### config.mk
export PLATFORM = sky130hd
export DESIGN_NAME = proc_concat_arbiter
export DESIGN_NICKNAME = d
export VERILOG_FILES = /design/src/rtl/proc_concat_arbiter.sv
export SDC_FILE = /design/constraint.sdc
export NUM_CORES = 1
export LEC_CHECK = 0
export CORE_MARGIN = 1
export CORE_UTILIZATION = 39
export CTS_CLUSTER_SIZE = 8
export DETAILED_ROUTE_END_ITERATION = 8
export PLACE_DENSITY_LB_ADDON = 0.25
export SETUP_SLACK_MARGIN = 0.02
export SLEW_MARGIN = 20
export SYNTH_ARGS = -nofsm -noshare
export SYNTH_HDL_FRONTEND = slang
export SYNTH_SLANG_ARGS = --single-unit
### constraint.sdc
create_clock -name clk -period 3.22 [get_ports clk]
set_clock_uncertainty 0.15 [all_clocks]
set_input_delay 0.483 -clock clk [delete_from_list [all_inputs] [get_ports clk]]
set_output_delay 0.483 -clock clk [all_outputs]
set_load 0.03 [all_outputs]
### src/rtl/proc_concat_arbiter.sv
`default_nettype none
// +--------------------------------------------------------------------------+
// | Module : proc_concat_arbiter                                             |
// | Round-robin arbiter that packs the granted {a, c[1:0], b} field set into |
// | a single registered output word with valid/ready handshake.              |
// | Optional: define PROC_CONCAT_ARB_STATS_EN to add a saturating transfer   |
// | counter on port stat_count.                                              |
// | Revision: 1.0 - initial release                                          |
// +--------------------------------------------------------------------------+
module proc_concat_arbiter #(
    parameter int NUM_REQ = 4,
    parameter int ID_W    = 3
) (
    input  logic                   clk,
    input  logic                   rst,
    input  logic [NUM_REQ-1:0]     req_valid,
    input  logic [NUM_REQ-1:0]     req_a,
    input  logic [NUM_REQ-1:0]     req_b,
    input  logic [2*NUM_REQ-1:0]   req_c,
    output logic [NUM_REQ-1:0]     req_ready,
    output logic                   out_valid,
    input  logic                   out_ready,
    output logic [2:0]             out_2,
    output logic                   out_1,
    output logic [ID_W-1:0]        out_id
`ifdef PROC_CONCAT_ARB_STATS_EN
    ,
    output logic [15:0]            stat_count
`endif
);

    localparam logic [ID_W:0]   c_NUM_REQ = (ID_W+1)'(NUM_REQ);
    localparam logic [ID_W-1:0] c_LAST    = ID_W'(NUM_REQ - 1);

    logic                 r_rst_hold;
    logic                 r_out_valid;
    logic [2:0]           r_out_2;
    logic                 r_out_1;
    logic [ID_W-1:0]      r_out_id;
    logic [ID_W-1:0]      r_rr_ptr;

    logic [NUM_REQ-1:0]   w_rot;
    logic                 w_found;
    logic [ID_W-1:0]      w_off;
    logic [ID_W:0]        w_sum;
    logic [ID_W-1:0]      w_grant_idx;
    logic [NUM_REQ-1:0]   w_grant_oh;
    logic                 w_sel_a;
    logic                 w_sel_b;
    logic [1:0]           w_sel_c;
    logic                 w_can_load;
    logic                 w_xfer;

    // Requester view rotated so bit 0 is the current round-robin head.
    assign w_rot = NUM_REQ'({req_valid, req_valid} >> r_rr_ptr);

    always_comb begin
        w_found = 1'b0;
        w_off   = '0;
        for (int i = 0; i < NUM_REQ; i++) begin
            if (!w_found && w_rot[i]) begin
                w_found = 1'b1;
                w_off   = ID_W'(i);
            end
        end
    end

    assign w_sum       = {1'b0, r_rr_ptr} + {1'b0, w_off};
    assign w_grant_idx = (w_sum >= c_NUM_REQ) ? ID_W'(w_sum - c_NUM_REQ) : w_sum[ID_W-1:0];

    always_comb begin
        w_grant_oh = '0;
        w_sel_a    = 1'b0;
        w_sel_b    = 1'b0;
        w_sel_c    = 2'b00;
        for (int i = 0; i < NUM_REQ; i++) begin
            if (w_found && (w_grant_idx == ID_W'(i))) begin
                w_grant_oh[i] = 1'b1;
                w_sel_a       = req_a[i];
                w_sel_b       = req_b[i];
                w_sel_c       = req_c[2*i +: 2];
            end
        end
    end

    // Grants are withheld for one edge after reset release.
    assign w_can_load = !r_rst_hold && (!r_out_valid || out_ready);
    assign req_ready  = w_can_load ? w_grant_oh : '0;
    assign w_xfer     = w_can_load && w_found;

    always_ff @(posedge clk or posedge rst) begin
        if (rst) begin
            r_rst_hold <= 1'b1;
        end else begin
            r_rst_hold <= 1'b0;
        end
    end

    always_ff @(posedge clk or posedge rst) begin
        if (rst) begin
            r_out_valid <= 1'b0;
            r_out_2     <= 3'b000;
            r_out_1     <= 1'b0;
            r_out_id    <= '0;
            r_rr_ptr    <= '0;
        end else if (w_xfer) begin
            r_out_valid <= 1'b1;
            r_out_2     <= {w_sel_a, w_sel_c};
            r_out_1     <= w_sel_b;
            r_out_id    <= w_grant_idx;
            r_rr_ptr    <= (w_grant_idx == c_LAST) ? '0 : w_grant_idx + 1'b1;
        end else if (r_out_valid && out_ready) begin
            r_out_valid <= 1'b0;
        end
    end

    assign out_valid = r_out_valid;
    assign out_2     = r_out_2;
    assign out_1     = r_out_1;
    assign out_id    = r_out_id;

`ifdef PROC_CONCAT_ARB_STATS_EN
    logic [15:0] r_stat_count;

    always_ff @(posedge clk or posedge rst) begin
        if (rst) begin
            r_stat_count <= 16'h0000;
        end else if (w_xfer && (r_stat_count != 16'hFFFF)) begin
            r_stat_count <= r_stat_count + 16'h0001;
        end
    end

    assign stat_count = r_stat_count;
`endif

endmodule
`default_nettype wire

# ---- Yosys cells after proc, flatten, opt, wreduce, memory -nomap -nowiden
# Index checks and enable logic that the tools add are counted.
dict set report word_totals {
  register_bits 12
  inputBits 23
  word_cells 60
}
dict set report op_classes {
  addsub 3
  magnitude_cmp 1
  n_eq_ne 3
  shift 1
  mux 28
  reduce_logical 18
}
# cell count
set ops {}
lappend ops {{1-bit 2-to-1 mux} 19}
lappend ops {{3-bit 2-to-1 mux} 4}
lappend ops {{1-bit logical AND} 10}
lappend ops {{2-bit 2-to-1 mux} 4}
lappend ops {{8-bit by 3-bit right shift with 4-bit output} 1}
lappend ops {{3-bit by 2-bit == test with 1-bit output, second input constant} 2}
lappend ops {{1-bit zero test} 5}
lappend ops {{3-bit by 3-bit adder with 4-bit output} 1}
lappend ops {{4-bit by 3-bit greater-or-equal comparator with 1-bit output, second input constant} 1}
lappend ops {{4-bit 2-to-1 mux} 1}
lappend ops {{3-bit by 1-bit adder with 3-bit output, second input constant} 1}
lappend ops {{3-bit by 1-bit == test with 1-bit output, second input constant} 1}
lappend ops {{3-bit zero test} 1}
lappend ops {{3-bit subtractor, second input constant} 1}
lappend ops {{2-bit nonzero test} 1}
lappend ops {{1-bit logical OR} 1}

# ---- Logic depth before layout (Yosys ltp)
# Gate-level depths: netlist (run 1).
dict set report logic_depth {
  ltp_word 20
  mapped_depth 13
  depth_no_buf 13
}

# ---- Worst setup path after synthesis (run 1)
# No wires, ideal clock.
dict set report synth_timing {
  path_kind {input port to flip-flop}
  startpoint {input req_valid[1]}
  endpoint {register r_out_1 (netlist: out_1)}
  setup_time_ns 0.125
  t_arrival_ns 2.724
  setup_slack_ns 0.221
  stages 13
  path_cell_list {nor3b_1 -> o21ai_0 -> o311a_1 -> o32ai_1 -> ha_1 -> inv_1 -> fa_1 -> inv_1 -> ha_1 -> nand2b_1 -> o22ai_1 -> a211oi_1 -> mux2_2}
}
dict set report synth_via {
  elab_chain_len 20
}
# item line_no
set synth_lines {}
lappend synth_lines {{start, declared} 16} ;# input logic [NUM_REQ-1:0] req_valid,
lappend synth_lines {{8-bit by 3-bit right shift with 4-bit output (*)} 55} ;# assign w_rot = NUM_REQ'({req_valid, req_valid} >> r_rr_ptr);
lappend synth_lines {{1-bit 2-to-1 mux} 61} ;# if (!w_found && w_rot[i]) begin
lappend synth_lines {{1-bit zero test} 61}
lappend synth_lines {{1-bit logical AND} 61}
lappend synth_lines {{1-bit 2-to-1 mux} 61}
lappend synth_lines {{1-bit zero test} 61}
lappend synth_lines {{1-bit logical AND} 61}
lappend synth_lines {{1-bit 2-to-1 mux} 61}
lappend synth_lines {{[... 3 more ...]} n/a}
lappend synth_lines {{3-bit by 3-bit adder with 4-bit output (*)} 68} ;# assign w_sum = {1'b0, r_rr_ptr} + {1'b0, w_off};
lappend synth_lines {{4-bit by 3-bit greater-or-equal comparator with 1-bit output or 3-bit subtractor (tied branches)} 69} ;# assign w_grant_idx = (w_sum >= c_NUM_REQ) ? ID_W'(w_sum - c_NUM_REQ) : w_sum[ID_W-1:0];
lappend synth_lines {{3-bit 2-to-1 mux (*)} 69}
lappend synth_lines {{named net w_grant_idx[1]} 46} ;# logic [ID_W-1:0] w_grant_idx;
lappend synth_lines {{3-bit zero test} 77} ;# if (w_found && (w_grant_idx == ID_W'(i))) begin
lappend synth_lines {{1-bit logical AND} 77}
lappend synth_lines {{1-bit 2-to-1 mux (3 in a row)} 77}
lappend synth_lines {{1-bit 2-to-1 mux (*)} 77}
lappend synth_lines {{end signal, assigned} 109} ;# r_out_1 <= w_sel_b;
lappend synth_lines {{end, declared} 38} ;# logic r_out_1;
# Mark *: on every way through the listed nets, which the timed path passes. The rest lies on a longest branch.
# A chain may end at the register's enable or synchronous reset.

# ---- Worst setup path after layout (run 1)
dict set report layout_timing {
  startpoint {input req_valid[1]}
  endpoint {output req_ready[3]}
}
dict set report layout_via {
  elab_chain_len 18
}
# item line_no
set layout_lines {}
lappend layout_lines {{8-bit by 3-bit right shift with 4-bit output (*)} 55}
lappend layout_lines {{1-bit 2-to-1 mux} 61}
lappend layout_lines {{1-bit zero test} 61}
lappend layout_lines {{1-bit logical AND} 61}
lappend layout_lines {{1-bit 2-to-1 mux} 61}
lappend layout_lines {{1-bit zero test} 61}
lappend layout_lines {{1-bit logical AND} 61}
lappend layout_lines {{1-bit 2-to-1 mux} 61}
lappend layout_lines {{[... 2 more ...]} n/a}
lappend layout_lines {{3-bit 2-to-1 mux} 61}
lappend layout_lines {{3-bit by 3-bit adder with 4-bit output} 68}
lappend layout_lines {{4-bit by 3-bit greater-or-equal comparator with 1-bit output or 3-bit subtractor (tied branches)} 69}
lappend layout_lines {{3-bit 2-to-1 mux} 69}
lappend layout_lines {{3-bit by 2-bit == test with 1-bit output} 77}
lappend layout_lines {{1-bit logical AND (*)} 77}
lappend layout_lines {{1-bit 2-to-1 mux (*)} 77}
lappend layout_lines {{4-bit 2-to-1 mux (*)} 88} ;# assign req_ready = w_can_load ? w_grant_oh : '0;
lappend layout_lines {{end, declared} 20} ;# output logic [NUM_REQ-1:0] req_ready,
# Every way passes the cells marked *; elsewhere a longest branch is shown, timed or not.

==> key figures, run 1 <==
Floorplanning
  • Die area: 2510 µm²
  • Core box area: roughly 2200 µm²
  • Top-level I/O count: 35
  • Starting Density: 0.4118
  • Die W: 50.10 µm
  • Row count: 17
  • Vert. Die Dim: ~50 µm

Finish
  • Area Growth Syn to Fin: 75.45%
  • Antenna Cells: 0
  • Layout cells sized above 1: 0.4490
  • Most frequent cells in the layout: clkdlybuf4s50_1, buf_4, dfrtp_1
  • # nets final: ~180
  • Most common cell after layout, fill and taps aside: clkdlybuf4s50_1

Route
  • WL per Instance: 13.90 µm
  • DRT antenna net count: 0
  • Vias: between 800 and 900
  • Pre-Repair DR Iteration Count: 3
  • DRT Wirelength: between 2000 and 2500 µm
  • Vias per Instance: approximately 5.0
  • DRC: 0
  • Initial DRC count: 4

STA
  • Max Clock Freq: 0.2942 GHz
  • Final setup fails: 8
  • Fin Setup TNS: -0.9204 ns
  • Setup ws final: -0.1786 ns
  • Hold_ws: 0.3516 ns
  • Tcrit/Tclk final: 1.055
  • Crit path time final: approximately 3.4 ns
  • Unrepaired setup endpoints after global routing: true
  • Hold Violations, Final: 0
  • Final Max Tran Viols: 0

GRT
  • Pin count of the biggest net entering global routing: 15
  • Vias in the first global route: 916
  • Global Route Usage Sum: 0.2153
  • Remaining Overflow, GRT: 0
  • Initial antenna violation count: 0
  • First-pass GRT wire length: a little over 4000 µm

Worst setup path
  • Worst path arrival time: roughly 2.8 ns
  • Crit path max fanout: 4
  • Crit path required time: 2.59 ns
  • Setup crit end kind: output pin
  • R2r worst-path depth: 15
  • Startpoint types: input port
  • Setup CP Type: in -> out

Clock tree
  • Clk slew on worst S/H paths: about 0.08 ns
  • Clock latency on the worst-skew pair: roughly 0.27 ns
  • Sink Count: 12
  • CTS tree: yes
  • # hold bufs at CTS: 0
  • H-Tree Depth: 1
  • Max Buffers Root-to-Sink: 2
  • Cts bufs inserted: 3
  • Clock tree root driver cell: clkbuf_4

Synthesis
  • Syn avg cell area: approximately 10 µm²
  • Yosys reg bits: 12
  • Cell variety after synth: 31
  • Area leader, netlist: dfrtp_1
  • Register area share after synthesis: 0.3343
  • Mapped Area: 902.1 µm²
  • Yosys warnings: 0
  • Synth top area share: 0.3051
  • Synth area leaders: dfrtp_1, ha_1, mux2_2
  • Synthesized Nets: 116
  • Cells after Synth: 86

Hold path
  • Worst Hold Class: in -> async

Power
  • Power Density: between 1000 and 1500 nW/µm²
  • Static Leakage: 0.6963 nW
  • Worst VDD drop: 738.8 µV

Run
  • Max Cap Viol: 0

Run status
  • Outcome: finished with violations
  • Failing checks: negative setup slack

Place
  • Post-DP HPWL: 1855 µm
  • PortBufs: 34
  • Gpl congestion: around 0.8
## critical path: stages
cell and delay, ns:
clkdlybuf4s15_1 0.23, nor3b_2 0.18, o21ai_1 0.10, o311a_1 0.14
o32ai_2 0.20, ha_2 0.23, inv_2 0.04, fa_2 0.33
or3_4 0.40, buf_6 0.13, and3_4 0.16, buf_6 0.13
## worst paths after layout
check	slack, ns	startpoint	endpoint
worst max-delay path	-0.18	req_valid[1]	req_ready[3]
worst min-delay path	0.35	rst	out_2[2]
worst max register to register	-0.09	r_rr_ptr[2]	out_1
worst min register to register	0.36	out_2[1]	out_2[1]
max in group asynchronous	2.24	rst	r_rst_hold
min in group clk	0.36	out_2[1]	out_2[1]
## stage by stage
step	std cells	total power [mW]	setup slack, ns	instance area [µm²]	utilization
global placement	165	1.545	-0.7718	1390	0.6345
detailed placement	165	1.573	-0.8656	1390	0.6345
CTS	174	1.898	-0.2603	1554	0.7093
global route	175	2.085	-0.3020	1583	0.7224
finish	175	1.938	-0.1786	1583	0.7224
floorplan	86	1.084	0.2211	902.1	-
## registers in the layout (all words and copies together) (netlist names)
name        flops
out_2           3
out_id          3
r_rr_ptr        3
out_1           1
out_valid       1
r_rst_hold      1
## synthesized netlist by cell type, drive strengths merged
| master | number |
|---|---|
| a211oi | 5 |
| a21oi | 4 |
| a22o | 1 |
| a22oi | 4 |
| and2 | 1 |
| and3 | 5 |
| and3b | 2 |
| buf | 1 |
| conb | 1 |
| dfrtp | 11 |
| dfstp | 1 |
| fa | 1 |
| ha | 6 |
| inv | 7 |
| mux2 | 10 |
| mux2i | 2 |
| nand2b | 1 |
| nor2 | 5 |
| nor2b | 4 |
| nor3 | 1 |
| nor3b | 1 |
| o21ai | 2 |
| o21bai | 1 |
| o22ai | 4 |
| o311a | 1 |
| o32ai | 1 |
| or2 | 1 |
| or3 | 2 |
## cell families after synthesis
kind of cell / after synthesis / share of synthesized area
buffers and inverters: 8 / 0.04577
DFF: 12 / 0.3343
adders and majority gates: 7 / 0.1054
other: 1 / 0.004157
muxes: 12 / 0.1637
AOI/OAI and AO/OA: 23 / 0.1845
and+or+nand+nor: 23 / 0.1623
## layout make-up
cell class	count	area (µm²)
Timing Repair Buffer	58	529.3
Multi-Input combinational cell	66	648.1
Fill cell	157	608.1
Tap cell	28	35.03
Clock buffer	4	36.28
Sequential cell	12	302.8
Inverter	7	31.28
## layer usage
metal / wire length (µm) / part of all wire / GRT usage / vias to the layer above
met5: 0 / 0 / 0 / -
met4: 51 / 0.021 / 0.06667 / 0
met3: 107 / 0.044 / 0.05247 / 4
met2: 1282 / 0.53 / 0.4000 / 26
met1: 992 / 0.41 / 0.2343 / 409
li1: - / - / - / 444
## repair_timing
action	CTS	global route
endpoints found under the setup margin	10	9
gates cloned	0	0
resized for setup	37	7
pin swaps	7	4
buffers inserted	5	1
## report_power, final
part / leakage, nW / internal, mW / switching, mW
combinational: 0.532 / 0.826 / 0.742
sequential: 0.143 / 0.216 / 0.0358
clock: 0.0210 / 0.0687 / 0.0492
Power figures use the tool's default switching activity.
==> run 2: changes to the inputs <==
Settings changed: GPL_ROUTABILITY_DRIVEN set to 0.
==> results of run 2 <==
Same layout as run 1: the final DEF is identical, and so are final timing and power.
